`src/rtl/cruzamento_ctrl_pkg.sv`:
```
// Shared definitions for the two-approach intersection controller:
// phase encoding, lamp patterns and default phase durations.
package cruzamento_ctrl_pkg;

  typedef enum logic [2:0] {
    A_GRN,
    A_YEL,
    RED_AB,
    B_GRN,
    B_YEL,
    RED_BA,
    WALK
  } state_t;

  typedef enum logic {
    DIR_A,
    DIR_B
  } dir_t;

  localparam logic [2:0] GREEN  = 3'b100;
  localparam logic [2:0] YELLOW = 3'b010;
  localparam logic [2:0] RED    = 3'b001;

  localparam int DEF_T_GREEN_MIN = 4;
  localparam int DEF_T_GREEN_MAX = 10;
  localparam int DEF_T_YELLOW    = 3;
  localparam int DEF_T_ALLRED    = 2;
  localparam int DEF_T_WALK      = 5;

  // Durations must fit the 8-bit phase counter and be at least one cycle.
  function automatic logic dur_ok(input int t);
    return (t >= 1) && (t <= 255);
  endfunction

endpackage

```
`src/rtl/sem_timer.sv`:
```
// Phase timer: 8-bit saturating cycle count, cleared on every phase change,
// with a flag marking the last cycle of a fixed-duration phase.
module sem_timer (
  input  logic       clk,
  input  logic       rst,
  input  logic       clear,
  input  logic [7:0] dur,
  output logic [7:0] count,
  output logic       done
);

  always_ff @(posedge clk or negedge rst) begin
    if (!rst) begin
      count <= '0;
    end else if (clear) begin
      count <= '0;
    end else if (count != 8'hFF) begin
      count <= count + 8'd1;
    end
  end

  assign done = (count == dur - 8'd1);

endmodule

```
`src/rtl/cruzamento_ctrl.sv`:
```
// Two-approach traffic light controller with pedestrian walk phase,
// demand-latched vehicle/pedestrian requests and min/max green timing.
module cruzamento_ctrl
  import cruzamento_ctrl_pkg::*;
#(
  parameter int T_GREEN_MIN = DEF_T_GREEN_MIN,
  parameter int T_GREEN_MAX = DEF_T_GREEN_MAX,
  parameter int T_YELLOW    = DEF_T_YELLOW,
  parameter int T_ALLRED    = DEF_T_ALLRED,
  parameter int T_WALK      = DEF_T_WALK
) (
  input  logic       clk,
  input  logic       rst,
  input  logic       reqA,
  input  logic       reqB,
  input  logic       ped,
  output logic [2:0] A,
  output logic [2:0] B,
  output logic       walk
);

  if (!(dur_ok(T_GREEN_MIN) && dur_ok(T_GREEN_MAX) && dur_ok(T_YELLOW) &&
        dur_ok(T_ALLRED) && dur_ok(T_WALK) && (T_GREEN_MIN <= T_GREEN_MAX)))
  begin : g_param_err
    $error("cruzamento_ctrl: timing parameters out of range");
  end

  localparam logic [7:0] DUR_YELLOW = 8'(T_YELLOW);
  localparam logic [7:0] DUR_ALLRED = 8'(T_ALLRED);
  localparam logic [7:0] DUR_WALK   = 8'(T_WALK);
  localparam logic [8:0] GRN_MIN    = 9'(T_GREEN_MIN);
  localparam logic [8:0] GRN_MAX    = 9'(T_GREEN_MAX);

  state_t     state, state_next;
  dir_t       dir;
  logic       reqa_pend, reqb_pend, ped_pend;
  logic [7:0] count, dur;
  logic       done, phase_change;
  logic [8:0] count_next;
  logic       min_ok, max_ok;

  assign phase_change = (state_next != state);
  assign count_next   = {1'b0, count} + 9'd1;
  assign min_ok       = (count_next >= GRN_MIN);
  assign max_ok       = (count_next >= GRN_MAX);

  always_comb begin
    dur = 8'd0;
    case (state)
      A_YEL, B_YEL:   dur = DUR_YELLOW;
      RED_AB, RED_BA: dur = DUR_ALLRED;
      WALK:           dur = DUR_WALK;
      default:        dur = 8'd0;
    endcase
  end

  sem_timer u_timer (
    .clk   (clk),
    .rst   (rst),
    .clear (phase_change),
    .dur   (dur),
    .count (count),
    .done  (done)
  );

  always_ff @(posedge clk or negedge rst) begin
    if (!rst) begin
      state     <= RED_BA;
      dir       <= DIR_A;
      reqa_pend <= 1'b0;
      reqb_pend <= 1'b0;
      ped_pend  <= 1'b0;
    end else begin
      state <= state_next;
      if (state_next == WALK && state != WALK) begin
        dir <= (state == RED_AB) ? DIR_B : DIR_A;
      end
      // Entering the serving phase clears the request even if it re-arrives that cycle.
      if (state_next == A_GRN && state != A_GRN)  reqa_pend <= 1'b0;
      else if (reqA && state != A_GRN)             reqa_pend <= 1'b1;
      if (state_next == B_GRN && state != B_GRN)  reqb_pend <= 1'b0;
      else if (reqB && state != B_GRN)             reqb_pend <= 1'b1;
      if (state_next == WALK && state != WALK)    ped_pend  <= 1'b0;
      else if (ped && state != WALK)               ped_pend  <= 1'b1;
    end
  end

  always_comb begin
    state_next = state;
    A          = RED;
    B          = RED;
    walk       = 1'b0;
    case (state)
      A_GRN: begin
        A = GREEN;
        if ((min_ok && (ped_pend || (reqb_pend && !reqA))) || (max_ok && reqb_pend))
          state_next = A_YEL;
      end
      A_YEL: begin
        A = YELLOW;
        if (done) state_next = RED_AB;
      end
      RED_AB: begin
        if (done) state_next = ped_pend ? WALK : B_GRN;
      end
      B_GRN: begin
        B = GREEN;
        if ((min_ok && (ped_pend || (reqa_pend && !reqB))) || (max_ok && reqa_pend))
          state_next = B_YEL;
      end
      B_YEL: begin
        B = YELLOW;
        if (done) state_next = RED_BA;
      end
      RED_BA: begin
        if (done) state_next = ped_pend ? WALK : A_GRN;
      end
      WALK: begin
        walk = 1'b1;
        if (done) state_next = (dir == DIR_B) ? B_GRN : A_GRN;
      end
      default: state_next = RED_BA;
    endcase
  end

endmodule

```
`config.mk`:
```
export PLATFORM = sky130hd
export DESIGN_NAME = cruzamento_ctrl
export DESIGN_NICKNAME = d
export VERILOG_FILES = /design/src/rtl/cruzamento_ctrl_pkg.sv /design/src/rtl/sem_timer.sv /design/src/rtl/cruzamento_ctrl.sv
export SDC_FILE = /design/constraint.sdc
export NUM_CORES = 1
export LEC_CHECK = 0
export ABC_AREA = 1
export BUFFER_PORTS_ARGS = -buffer_cell sky130_fd_sc_hd__buf_4
export CAP_MARGIN = 20
export CORE_UTILIZATION = 30
export DETAILED_ROUTE_END_ITERATION = 6
export GPL_TIMING_DRIVEN = 0
export RECOVER_POWER = 25
export SYNTH_ARGS = -nofsm -noshare
export SYNTH_HDL_FRONTEND = slang
export SYNTH_SLANG_ARGS = --single-unit
```
`constraint.sdc`:
```
create_clock -name clk -period 7.55 [get_ports clk]
set_input_delay 1.1325 -clock clk [delete_from_list [all_inputs] [get_ports clk]]
set_output_delay 1.1325 -clock clk [all_outputs]
set_load 0.02 [all_outputs]
```
* After elaboration in Yosys (flattened, before gate mapping)
Index checks and enable logic that the tools add are counted.
Word-level totals: bits in registers 15, bits of input ports 5, logic and storage cells 75
Cells by class: add/sub/neg operators 3, $lt $le $gt $ge 2, equal/unequal tests 13, multiplexer cells 24, reductions and logical operators 27
Operators with widths (count):
- $mux W3 | 9
- $pmux W3 S7 | 1
- $mux W8 | 2
- $eq A3 B3 Y1 const B | 4
- $logic_and A1 B1 Y1 | 12
- $pmux W3 S2 | 2
- $add A8 B1 Y9 const B | 1
- $eq A3 B2 Y1 const B | 3
- $ge A9 B3 Y1 const B | 1
- $ge A9 B4 Y1 const B | 1
- $pmux W3 S3 | 1
- $add A8 B1 Y8 const B | 1
- $eq A8 B8 Y1 | 1
- $mux W1 | 8
- $ne A8 B8 Y1 const B | 1
- $reduce_bool A2 Y1 | 4
- $logic_not A3 Y1 | 2
- $logic_or A1 B1 Y1 | 4
- $reduce_or A2 Y1 | 2
- $sub A3 B1 Y4 const B | 1
- $eq A3 B1 Y1 const B | 1
- $ne A3 B2 Y1 const B | 1
- $ne A3 B3 Y1 | 1
- $ne A3 B3 Y1 const B | 1
- 3 further kinds | 4

* Logic depth before layout (Yosys ltp)
Gate-level depths: netlist of run 1.
depth in word-level cells 10, mapped depth 24, mapped depth without buffers 24

* By module
A second synthesis of run 1 with hierarchy kept.
Unflattened totals: cell total of the unflattened synthesis 231, area, all modules 1453.9 um^2
Modules (own cells, without submodules):
- cruzamento_ctrl | instances 1, cells each 120, area an instance 745.7 um^2
- sem_timer | instances 1, cells each 111, area an instance 708.2 um^2

* Worst setup path before layout of run 1
OpenSTA, ideal clock, no wires.
path kind reg-to-reg, start register state[0], end register dir, arrival time 2477 ps, data required time 7433 ps, slack 4956 ps, stages on the path, launching flop included 20, buffers on the path 0, period minus slack after synthesis 2594 ps, path through dfstp_2 inv_2 nand2_1 nor2_1 inv_1 o21ai_0 nor2_1 ha_1 xor2_1 nand3_1 nor2_2 nand3_4 a21oi_2 nand2_1 nor2_2 nand2_1 nor2_1 nand2_1 nand2_1 nand2_1
On the way: word-level cells in the longest chain between the ends 9, elaborated cells on any way between the ends 24, classes of those cells 1 x add/sub; 9 x eq/ne; 10 x mux; 4 x reduce/logical
Ends and longest elaborated chain:
- start: declaration | RTL line cruzamento_ctrl.sv:34 | state_t state, state_next;
- start signal: assignment | RTL line cruzamento_ctrl.sv:74 | state <= state_next;
- $eq A3 B2 Y1, or another cell as far along | RTL line cruzamento_ctrl.sv:49, cruzamento_ctrl.sv:93
- $reduce_or A2 Y1 | RTL line cruzamento_ctrl.sv:49 | case (state)
- $pmux W3 S3 | RTL line cruzamento_ctrl.sv:49
- $sub A3 B1 Y4 | RTL line sem_timer.sv:22 | assign done = (count == dur - 8'd1);
- $eq A8 B8 Y1 | RTL line sem_timer.sv:22
- $mux W3, on equally long branches
- $pmux W3 S7 * | RTL line cruzamento_ctrl.sv:93 | case (state)
- net state_next[0] | RTL line cruzamento_ctrl.sv:34
- $eq A3 B3 Y1 * | RTL line cruzamento_ctrl.sv:75 | if (state_next == WALK && state != WALK) begin
- $logic_and A1 B1 Y1 * | RTL line cruzamento_ctrl.sv:75
- end signal: assignment | RTL line cruzamento_ctrl.sv:76 | dir <= (state == RED_AB) ? DIR_B : DIR_A;
- end: declaration | RTL line cruzamento_ctrl.sv:35 | dir_t dir;
The timed path passes the listed nets; every way through them passes the cells marked *. A chain may end at the register's enable or synchronous reset.

* Worst setup path in the final report of run 1
start register state[0], end register u_timer.count[4]
On the way: word-level cells in the longest chain between the ends 9, elaborated cells on any way between the ends 23, classes of those cells 1 x add/sub; 8 x eq/ne; 10 x mux; 4 x reduce/logical
Ends and longest elaborated chain:
- $eq A3 B2 Y1, or another cell as far along | RTL line cruzamento_ctrl.sv:49, cruzamento_ctrl.sv:93
- $reduce_or A2 Y1 | RTL line cruzamento_ctrl.sv:49
- $pmux W3 S3 | RTL line cruzamento_ctrl.sv:49
- $sub A3 B1 Y4 | RTL line sem_timer.sv:22
- $eq A8 B8 Y1 | RTL line sem_timer.sv:22
- $mux W3, on equally long branches
- $pmux W3 S7 * | RTL line cruzamento_ctrl.sv:93
- net state_next[2] | RTL line cruzamento_ctrl.sv:34
- $ne A3 B3 Y1 * | RTL line cruzamento_ctrl.sv:42 | assign phase_change = (state_next != state);
- $mux W8 / $reduce_bool A2 Y1 (equally long branches)
- end signal: assignment | RTL line sem_timer.sv:18 | count <= count + 8'd1;
- end: declaration | RTL line sem_timer.sv:8 | output logic [7:0] count,
Marked as above.

==> results of run 1 <==
==> through the flow <==
stage	worst slack [ps]	hold WS, ps
after global routing	4129	551.3
after floorplan	4956	481.8
after detailed placement	4514	514.4
final	4481	521.8
after CTS	4496	530.2
after global placement	4498	505.6
==> cell families after synthesis <==
| kind of cell | after synthesis | synth area share |
|---|---|---|
| and+or+nand+nor | 128 | 0.4446 |
| buffers and inverters | 39 | 0.1189 |
| AOI/OAI and AO/OA | 23 | 0.09800 |
| DFF | 15 | 0.2740 |
| xor gates and xnor gates | 5 | 0.03721 |
| adders and majority gates | 3 | 0.02723 |
==> how the worst max path moves through the flow <==
stage	slack, ps	to	cells after the start	start
after floorplan	4960	dir$_DFFE_PN0P_	19	state[0]$_DFF_PN1_
after global placement	4500	u_timer.count[6]$_DFFE_PN0P_	19	state[0]$_DFF_PN1_
after detailed placement	4510	u_timer.count[4]$_DFFE_PN0P_	19	state[0]$_DFF_PN1_
after CTS	4500	u_timer.count[4]$_DFFE_PN0P_	19	state[0]$_DFF_PN1_
after global routing	4130	u_timer.count[5]$_DFFE_PN0P_	19	state[0]$_DFF_PN1_
final	4480	u_timer.count[4]$_DFFE_PN0P_	19	state[0]$_DFF_PN1_
==> metal layers <==
| metal | track usage | vias up | routed length, um |
|---|---|---|---|
| met5 | 0 | - | 0 |
| met4 | 0.04667 | 0 | 46 |
| met3 | 0.01017 | 4 | 48 |
| met2 | 0.2147 | 17 | 1303 |
| met1 | 0.1901 | 549 | 1628 |
| li1 | - | 689 | - |
==> power by group <==
part           internal, mW  total (mW)  switching, mW  leakage [nW]
clock                0.0374      0.0663         0.0289        0.0228
combinational         0.153       0.443          0.290         0.622
sequential            0.107       0.129         0.0223         0.186
total                 0.298       0.639          0.341         0.830
==> flip-flops by register name, indices dropped and copies added, names as in the netlist <==
name and flops:
ped_pend 1, reqb_pend 1, reqa_pend 1, u_timer.count 8, dir 1, state 3
==> worst max-delay path, delay by kind of cell, from the launching register on <==
kind	cells	cell delay (ps)
XOR/XNOR	1	200
flip-flops	1	600
AND/OR/NAND/NOR	13	1450
buffers and inverters	2	200
AO/OA/AOI/OAI	2	250
adder cells (fa/ha/maj)	1	250
==> cells in the final DEF (no fill, tap or decap), drive strengths merged <==
master,Yosys,final
o2111ai,1,1
ha,3,3
o21ai,12,12
xnor2,1,1
nor3,3,3
o21bai,2,2
nor2,33,33
nand2,67,67
dfrtp,13,13
nand3,23,23
nand4,2,2
buf,2,12
a21oi,8,8
inv,37,37
xor2,4,4
clkbuf,0,5
dfstp,2,2
==> area by class of cell <==
type / count / area [um^2] / share of cell area
flip-flops and latches: 15 / 377.9 / 0.2410
inverters: 37 / 141.4 / 0.09018
plain buffers: 2 / 22.52 / 0.01437
repair buffers: 11 / 78.83 / 0.05028
multi-input cells: 159 / 837.1 / 0.5339
well taps: 52 / 65.06 / 0.04150
clock buffers: 4 / 45.04 / 0.02873
==> results.md, run 1 <==
Clock network:
- TritonCTS built the clock tree.
- The post-cts gate resize count is 0.
- The count of hold-fix buffers inserted at cts is 0.
- The library cell used as clock root buffer is clkbuf_8.
- CTS built an H-tree with a depth of 1.
- The post-CTS setup repair buffer count is 0.
- The clock network latency to the later pin of the worst-skew pair is 250 ps.
- The clock input transition at the sequential cells of the worst setup and hold paths is 60 ps.
- The clock drives 15 sinks.
- Clock tree synthesis inserted a total of 3 buffers.
- The maximum number of buffers from clock root to sink is 2.

Floorplan:
- The number of placed I/O pins is 12.
- The die is 69.80 um wide.
- The total area inside the core boundary comes to 4384 um^2.
- The die extent in y is 69.80 um.
- The die covers 4871 um^2.
- The effective utilization at floorplan is 0.3145.
- The cell row count is 24.

STA:
- The headroom to the max-slew limit is 0.4335.
- Derived from the worst setup path, the maximum achievable clock frequency is 325.8 MHz.
- The final count of hold timing violations is 0.
- Setup repair after global routing left no endpoint under its margin.
- The routed design could run at a clock period as short as 3069 ps.
- The total negative setup slack is 0 ps.
- Across the routed clock network, the largest skew measured is 3.949 ps.
- Dividing the final minimum period by the clock period gives 0.4065.
- The total of endpoints with negative setup slack in the final report is 0.
- For the pin with the worst max-slew slack, the measured transition is 849.7 ps.
- The final max-slew violation count was 0.

Yosys:
- The count of warnings emitted by yosys is 0.
- The cell count after synthesis came out at 213.
- The number of different library cells used by synthesis comes to 28.
- In the post-synthesis netlist, the cell with the most instances is nand2_1.
- Among all flip-flop cells after synthesis, the most frequent one is dfrtp_1.
- The top-area cell type share of the netlist area is 0.2359.
- The netlist area before placement is 1379 um^2.
- Of all flip-flops after synthesis, the portion carrying an async set or reset was 1.000.
- Ranked by instance count, the synthesized netlist is headed by nand2_1, inv_1, nor2_1, dfrtp_1, nand3_1.
- The largest area contributor in the synthesized netlist is dfrtp_1.
- Synthesis produced a netlist with a net count of 221.
- The count of flip-flops with a built-in enable after synthesis is 0.
- In this run, synthesis produced a sequential element count of 15.
- For this run, the register share of the synthesized area comes to 0.2740.
- The average instance in the mapped netlist occupies 6.473 um^2.
- Yosys attributes the largest share of cell area to dfrtp_1, nand2_1, inv_1.

Worst setup path:
- The worst-path maximum fanout is 8.
- The slowest stage cell on the critical path is dfstp_2.
- For the worst setup path, the data required time is 7690 ps.
- Setup slack on the worst reg-to-reg path comes out at 4480 ps.
- STA classifies the critical path startpoint as a flop.
- The critical path start-end classification is flop to flop.
- Traced cell by cell, the critical path runs through inv_2 > nand2_1 > nor2_1 > inv_1 > o21ai_0 > nor2_1 > ha_1 > xor2_1 > o21ai_0 > nor2_1 > nand3_1 > nor2_4 > nand2_1 > nand3_2 > nand3_2 > nand2_1 > nand2_1 > nand3_2 > nor2_1.
- The worst stage delay on the critical path is 600 ps.
- The launching point of the worst reg2reg path is state[0]$_DFF_PN1_.
- The terminus of the critical flop-to-flop path is u_timer.count[4]$_DFFE_PN0P_.
- STA classifies the critical path endpoint as a flop.
- For the worst flop-to-flop path, the logic depth is 19.
- The signal arrival time at the worst endpoint is 3210 ps.

Cells and area:
- The fraction of final layout cells sized beyond drive strength 1 is 0.2149.
- The antenna diode count is 0.
- Fill cells in the final layout number 487.
- Leaving out filler cells and counting taps, the final layout contains 280.
- After routing the design area is 1568 um^2.
- The area added between synthesis and finish is 13.70%.
- Once layout is complete, the utilization of the core stands at 0.3576.
- For this run, the post-layout net count is 237.

Power:
- Power comes to 0.6389 mW.
- Dividing total power by cell area gives a power density of 407.5 nW/um^2.
- Summed over all cells, the static leakage comes to 0.8302 nW.
- The worst IR drop on VDD is 0.0001287 V.

GRT:
- The initial antenna violation count came to 0.
- In the global route stage, overall resource usage came out at 0.1344.
- For this run the aggregate overflow at the end of global routing stands at 0.
- Entering global routing, the biggest net connects 16 pins.
- The global-route wire length before repair is 5.361 mm.
- The number of global-route vias before repair is 1222.

Place:
- The final weighted congestion in routability-driven placement is 0.8517.
- Port buffering added 11 buffers.
- Once detailed placement completed, the half-perimeter wirelength came to 2.402 mm.
- The placed instances occupy a cell area of 1526 um^2.
- The number of cells in the design after placement is 276.

Routing:
- Once detail routing completed, the nets flagged for antenna violations numbered 0.
- Summed over all layers, the routed wires come to 3.027 mm.
- The detailed router's first-iteration violation count is 62.
- After detailed routing, the number of vias per cell comes to 4.496.
- The first TritonRoute pass finished after 4 iterations.
- The detailed-route DRC error count is 0.
- The wire length per cell after detailed routing is 10.81 um.
- The total number of vias is 1259.

Status:
- The flow ran to the end, and the final reports show no timing, DRC or antenna violations.

Min path:
- The worst min-delay path category is flop to flop.
- The end point of the worst hold path is dir$_DFFE_PN0P_.
- Counting instances, the worst hold path has a depth of 2.
- The worst hold path begins at dir$_DFFE_PN0P_.

Run:
- Across the run, the number of max-cap violations was 0.
(Power assumes the default switching activity.)
==> run 2, diff against run 1 <==
Settings changed: ABC_AREA 1 to 0.
Clock period 7.55 ns to 2.9 ns, I/O delays scaled along.
==> results.md, run 2 <==
Run:
- The reported max-cap violation count came to 0 (unchanged).

Floorplan:
- The core box area was 3716 um^2 (-15%).
- The effective utilization at floorplan was 0.3162 (+0.001664).
- The die extent in y was 64.58 um (-7.5%).
- The number of placed I/O pins was 12 (unchanged).
- The area enclosed by the die boundary came to 4171 um^2 (-14%).
- The cell row count is 22 (-8.3%).
- The x dimension of the die is 64.58 um (-7.5%).

Routing:
- The total number of vias is 1239 (-1.6%).
- The detailed router's first-iteration violation count is 165 (+170%).
- The number of vias per cell after detailed routing is 5.606 (+25%).
- The detailed-route DRC error count is 0 (unchanged).
- The count of antenna-violating nets left after detailed routing was 0 (unchanged).
- The wire length per cell after detailed routing was 14.76 um (+37%).
- The routed wire length is 3.262 mm (+7.8%).
- The number of iterations in the first detailed-routing pass came to 4 (unchanged).

Power:
- The internal power is 0.9930 mW (+230%).
- The proportion of power drawn by flip-flops and latches is 0.174 (-0.029).
- The switching part of the total power is 0.4739 (-0.06038).
- The part of the total power dissipated in the clock network is 0.089 (-0.015).
- The logic gate share of total power was 0.738 (+0.044).
- The worst IR drop on VDD is 0.0003728 V (+190%).
- The leakage power is 0.6613 nW (-20%).
- The total power per unit cell area was 1248 nW/um^2 (+210%).
- The switching power total came to 0.8943 mW (+160%).

Cells and area:
- The flip-flop and latch area came to 379.1 um^2 (+0.33%).
- The post-layout utilization of the core came to 0.4071 (+0.04948).
- The fraction of final layout cells sized beyond drive strength 1 is 0.2659 (+0.05098).
- The antenna diode count is 0 (unchanged).
- Leaving out fill and tap cells, the most frequent cell in the layout is buf_4.
- The number of inserted filler cells in the final layout was 390 (-20%).
- Leaving out fill and tap cells, the most frequent cells in the layout are buf_4, nor2_1, dfrtp_1.
- The area growth from synthesis to layout is 28.75%.
- The layout net count is 182 (-23%).
- The register bank with the most flops is u_timer.count.
- The multi-input logic area is 773.2 um^2 (-7.6%).
- In the final layout, the registers with the most flip-flops are u_timer.count x8, state x3.
- The flip-flop count of the largest register, all copies and words added was 8 (unchanged).

Yosys:
- The netlist area before placement is 1175 um^2 (-15%).
- The average footprint of a synthesized cell is 7.992 um^2 (+23%).
- The share of flip-flops with an asynchronous set or reset after synthesis is 1.000 (unchanged).
- The most used flip-flop cell after synthesis is dfrtp_1.
- The synthesized instance count is 147 (-31%).
- The synthesized design spends more area on one cell type than any other, namely dfrtp_1.
- The total nets after synthesis came to 155 (-30%).
- After synthesis, the most frequently instantiated cells are nor2_1, dfrtp_1, nand2_1, a21oi_1, inv_1.
- The portion of the post-synthesis area used by sequential elements is 0.3216 (+0.04757).
- The most repeated cell in the gate-level netlist after synthesis is nor2_1.
- The count of warnings emitted by yosys is 0 (unchanged).
- The number of synthesized register bits is 15 (unchanged).
- By area the synthesized netlist is led by dfrtp_1, nor2_1, dfstp_2.
- The top-area cell type share of the netlist area is 0.2769 (+0.04096).
- The count of flip-flops with a built-in enable after synthesis came to 0 (unchanged).
- The count of unique library cells instantiated by Yosys is 48 (+71%).

STA:
- The transition time at the pin with the least slew margin was 822.3 ps (-27.43 ps).
- The final count of hold timing violations is 0 (unchanged).
- The final max-slew violation count was 0 (unchanged).
- The total of endpoints with negative setup slack in the final report came to 0 (unchanged).
- The total negative setup slack is 0 ps (unchanged).
- The headroom to the max-slew limit is 0.4518 (+0.01828).
- The final critical path time including I/O delays and setup is 2801 ps (-267.7 ps).
- The fraction of the cycle the final worst path needs is 0.9660 (+0.5595).
- The final setup skew is 2.098 ps (-1.851 ps).
- Setup repair after global routing could not meet its margin everywhere.
- The timing-limited maximum frequency is 357.0 MHz (+9.6%).

Worst setup path:
- The total buffers and inverters traversed by the critical path is 1 (-1).
- The worst setup path is launched from a flop.
- The critical path start-end classification is flop to flop.
- The slowest stage cell on the critical path is or4_4.
- Traced cell by cell, the critical path runs through or3_4 > nand2_1 > ha_2 > xnor2_1 > a211o_1 > or4_4 > a221o_1 > inv_1 > a31oi_1.
- The signal arrival time at the worst endpoint was 2910 ps (-300 ps).
- The cell family contributing the most delay on the critical path is simple AND/OR/NAND/NOR gates.
- The worst stage delay on the critical path is 500 ps (-100 ps).
- The endpoint kind of the worst setup timing path is a flop.
- The worst-path maximum fanout is 7 (-1).
- The required time of the worst setup path is 3010 ps (-4680 ps).

GRT:
- The overall track demand over capacity in global routing is 0.1652 (+0.03084).
- The number of global-route vias before repair came to 1083 (-11%).
- The initial antenna violation count is 0 (unchanged).
- The final global-route overflow total is 0 (unchanged).
- The maximum number of pins on one net before global-route repair is 16 (unchanged).
- The global-route wire length before repair is 5.250 mm (-2.1%).

Clock network:
- The total number of clock tree sinks was 15 (unchanged).
- The library cell used as clock root buffer is clkbuf_8.
- The clock input transition at the sequential cells of the worst setup and hold paths is 60 ps (about the same).
- The maximum number of buffers from clock root to sink came to 2 (unchanged).
- TritonCTS built the clock tree.
- The clock network latency to the later pin of the worst-skew pair is 250 ps (about the same).
- The clock buffer count from CTS came to 3 (unchanged).
- The deepest level of the CTS H-tree was 1 (unchanged).

Place:
- The final weighted congestion in routability-driven placement is 0.8383 (-1.6%).
- The count of port buffers added during placement is 11 (unchanged).
- The detailed placement HPWL is 2.232 mm (-7.1%).

Status:
- The run finished with clean final reports.

Min path:
- The worst min-delay path category is primary input to asynchronous set/reset pin.
==> run 2: changes by cell type in the layout (fill, tap and decap cells not counted), moves of 4 or more <==
| cell | before | now |
|---|---|---|
| a31oi_1 | 0 | 5 |
| buf_4 | 10 | 21 |
| nand3_1 | 13 | 3 |
| nand2_2 | 4 | 0 |
| nand2_1 | 63 | 10 |
| nor2_2 | 5 | 0 |
| nor2_1 | 27 | 18 |
| inv_1 | 29 | 8 |
| nand3_2 | 8 | 1 |
| inv_2 | 7 | 0 |
| clkbuf_1 | 2 | 6 |
==> run 2: power groups by stage <==
stage                     Clock, mW  Sequential, mW  Combinational [mW]
after detailed placement          0           0.331                1.06
after floorplan                   0           0.323               0.799
after global placement            0           0.329                1.06
after CTS                     0.171           0.327                1.24
final                         0.168           0.328                1.39
after global routing          0.180           0.338                1.49
==> run 2: stage by stage <==
step / hold slack [ps] / power [mW] / std cells / instance area, um^2 / setup slack, ps
after detailed placement: 300.4 / 1.394 / 206 / 1329 / -428.0
final: 257.8 / 1.887 / 221 / 1513 / 98.65
after floorplan: 139.4 / 1.121 / 147 / 1186 / 11.20
after CTS: 36.36 / 1.733 / 216 / 1450 / 4.688
after global routing: 319.9 / 2.012 / 221 / 1513 / -60.54
after global placement: 301.6 / 1.390 / 206 / 1329 / -467.4
==> run 2: area by class of cell <==
type	instances	share of cell area
multi-input combinational	114	0.5112
sequential	15	0.2506
timing repair buffer	22	0.1067
tap	48	0.03970
buffer	9	0.03888
clock buffer	4	0.02978
inverter	9	0.02316
==> run 2: worst paths after layout <==
| path | depth (start not counted) | to | from | slack (ps) |
|---|---|---|---|---|
| setup reg to reg | 9 | reqa_pend$_DFFE_PN0P_ | state[1]$_DFF_PN0_ | 100 |
| hold / removal | 1 | dir$_DFFE_PN0P_ | rst | 260 |
| max in group asynchronous | 1 | state[1]$_DFF_PN0_ | rst | 2080 |
| min in group clk | 1 | dir$_DFFE_PN0P_ | dir$_DFFE_PN0P_ | 520 |
| setup / recovery | 9 | reqa_pend$_DFFE_PN0P_ | state[1]$_DFF_PN0_ | 100 |
| hold reg to reg | 1 | dir$_DFFE_PN0P_ | dir$_DFFE_PN0P_ | 520 |
==> run 2: repair_timing <==
item | in CTS | in global routing
endpoints found under the setup margin | 14 | 13
pin swaps | 4 | 7
resized for setup | 9 | 8
hold buffers | 0 | 0
setup buffers | 6 | 5
==> run 2: routing by layer <==
| metal | share of wire | track usage | vias up |
|---|---|---|---|
| met5 | 0 | 0 | - |
| met4 | 0.017 | 0.05833 | 0 |
| met3 | 0.048 | 0.02641 | 9 |
| met2 | 0.49 | 0.2803 | 47 |
| met1 | 0.45 | 0.2109 | 587 |
| li1 | - | - | 596 |
==> run 2: cells by family after synthesis <==
family / Yosys count / synth area share
buffers and inverters: 18 / 0.06602
and+or+nand+nor: 62 / 0.2726
AOI/OAI and AO/OA: 41 / 0.2450
DFF: 15 / 0.3216
muxes: 3 / 0.02556
xor gates and xnor gates: 5 / 0.03728
adders and majority gates: 3 / 0.03195
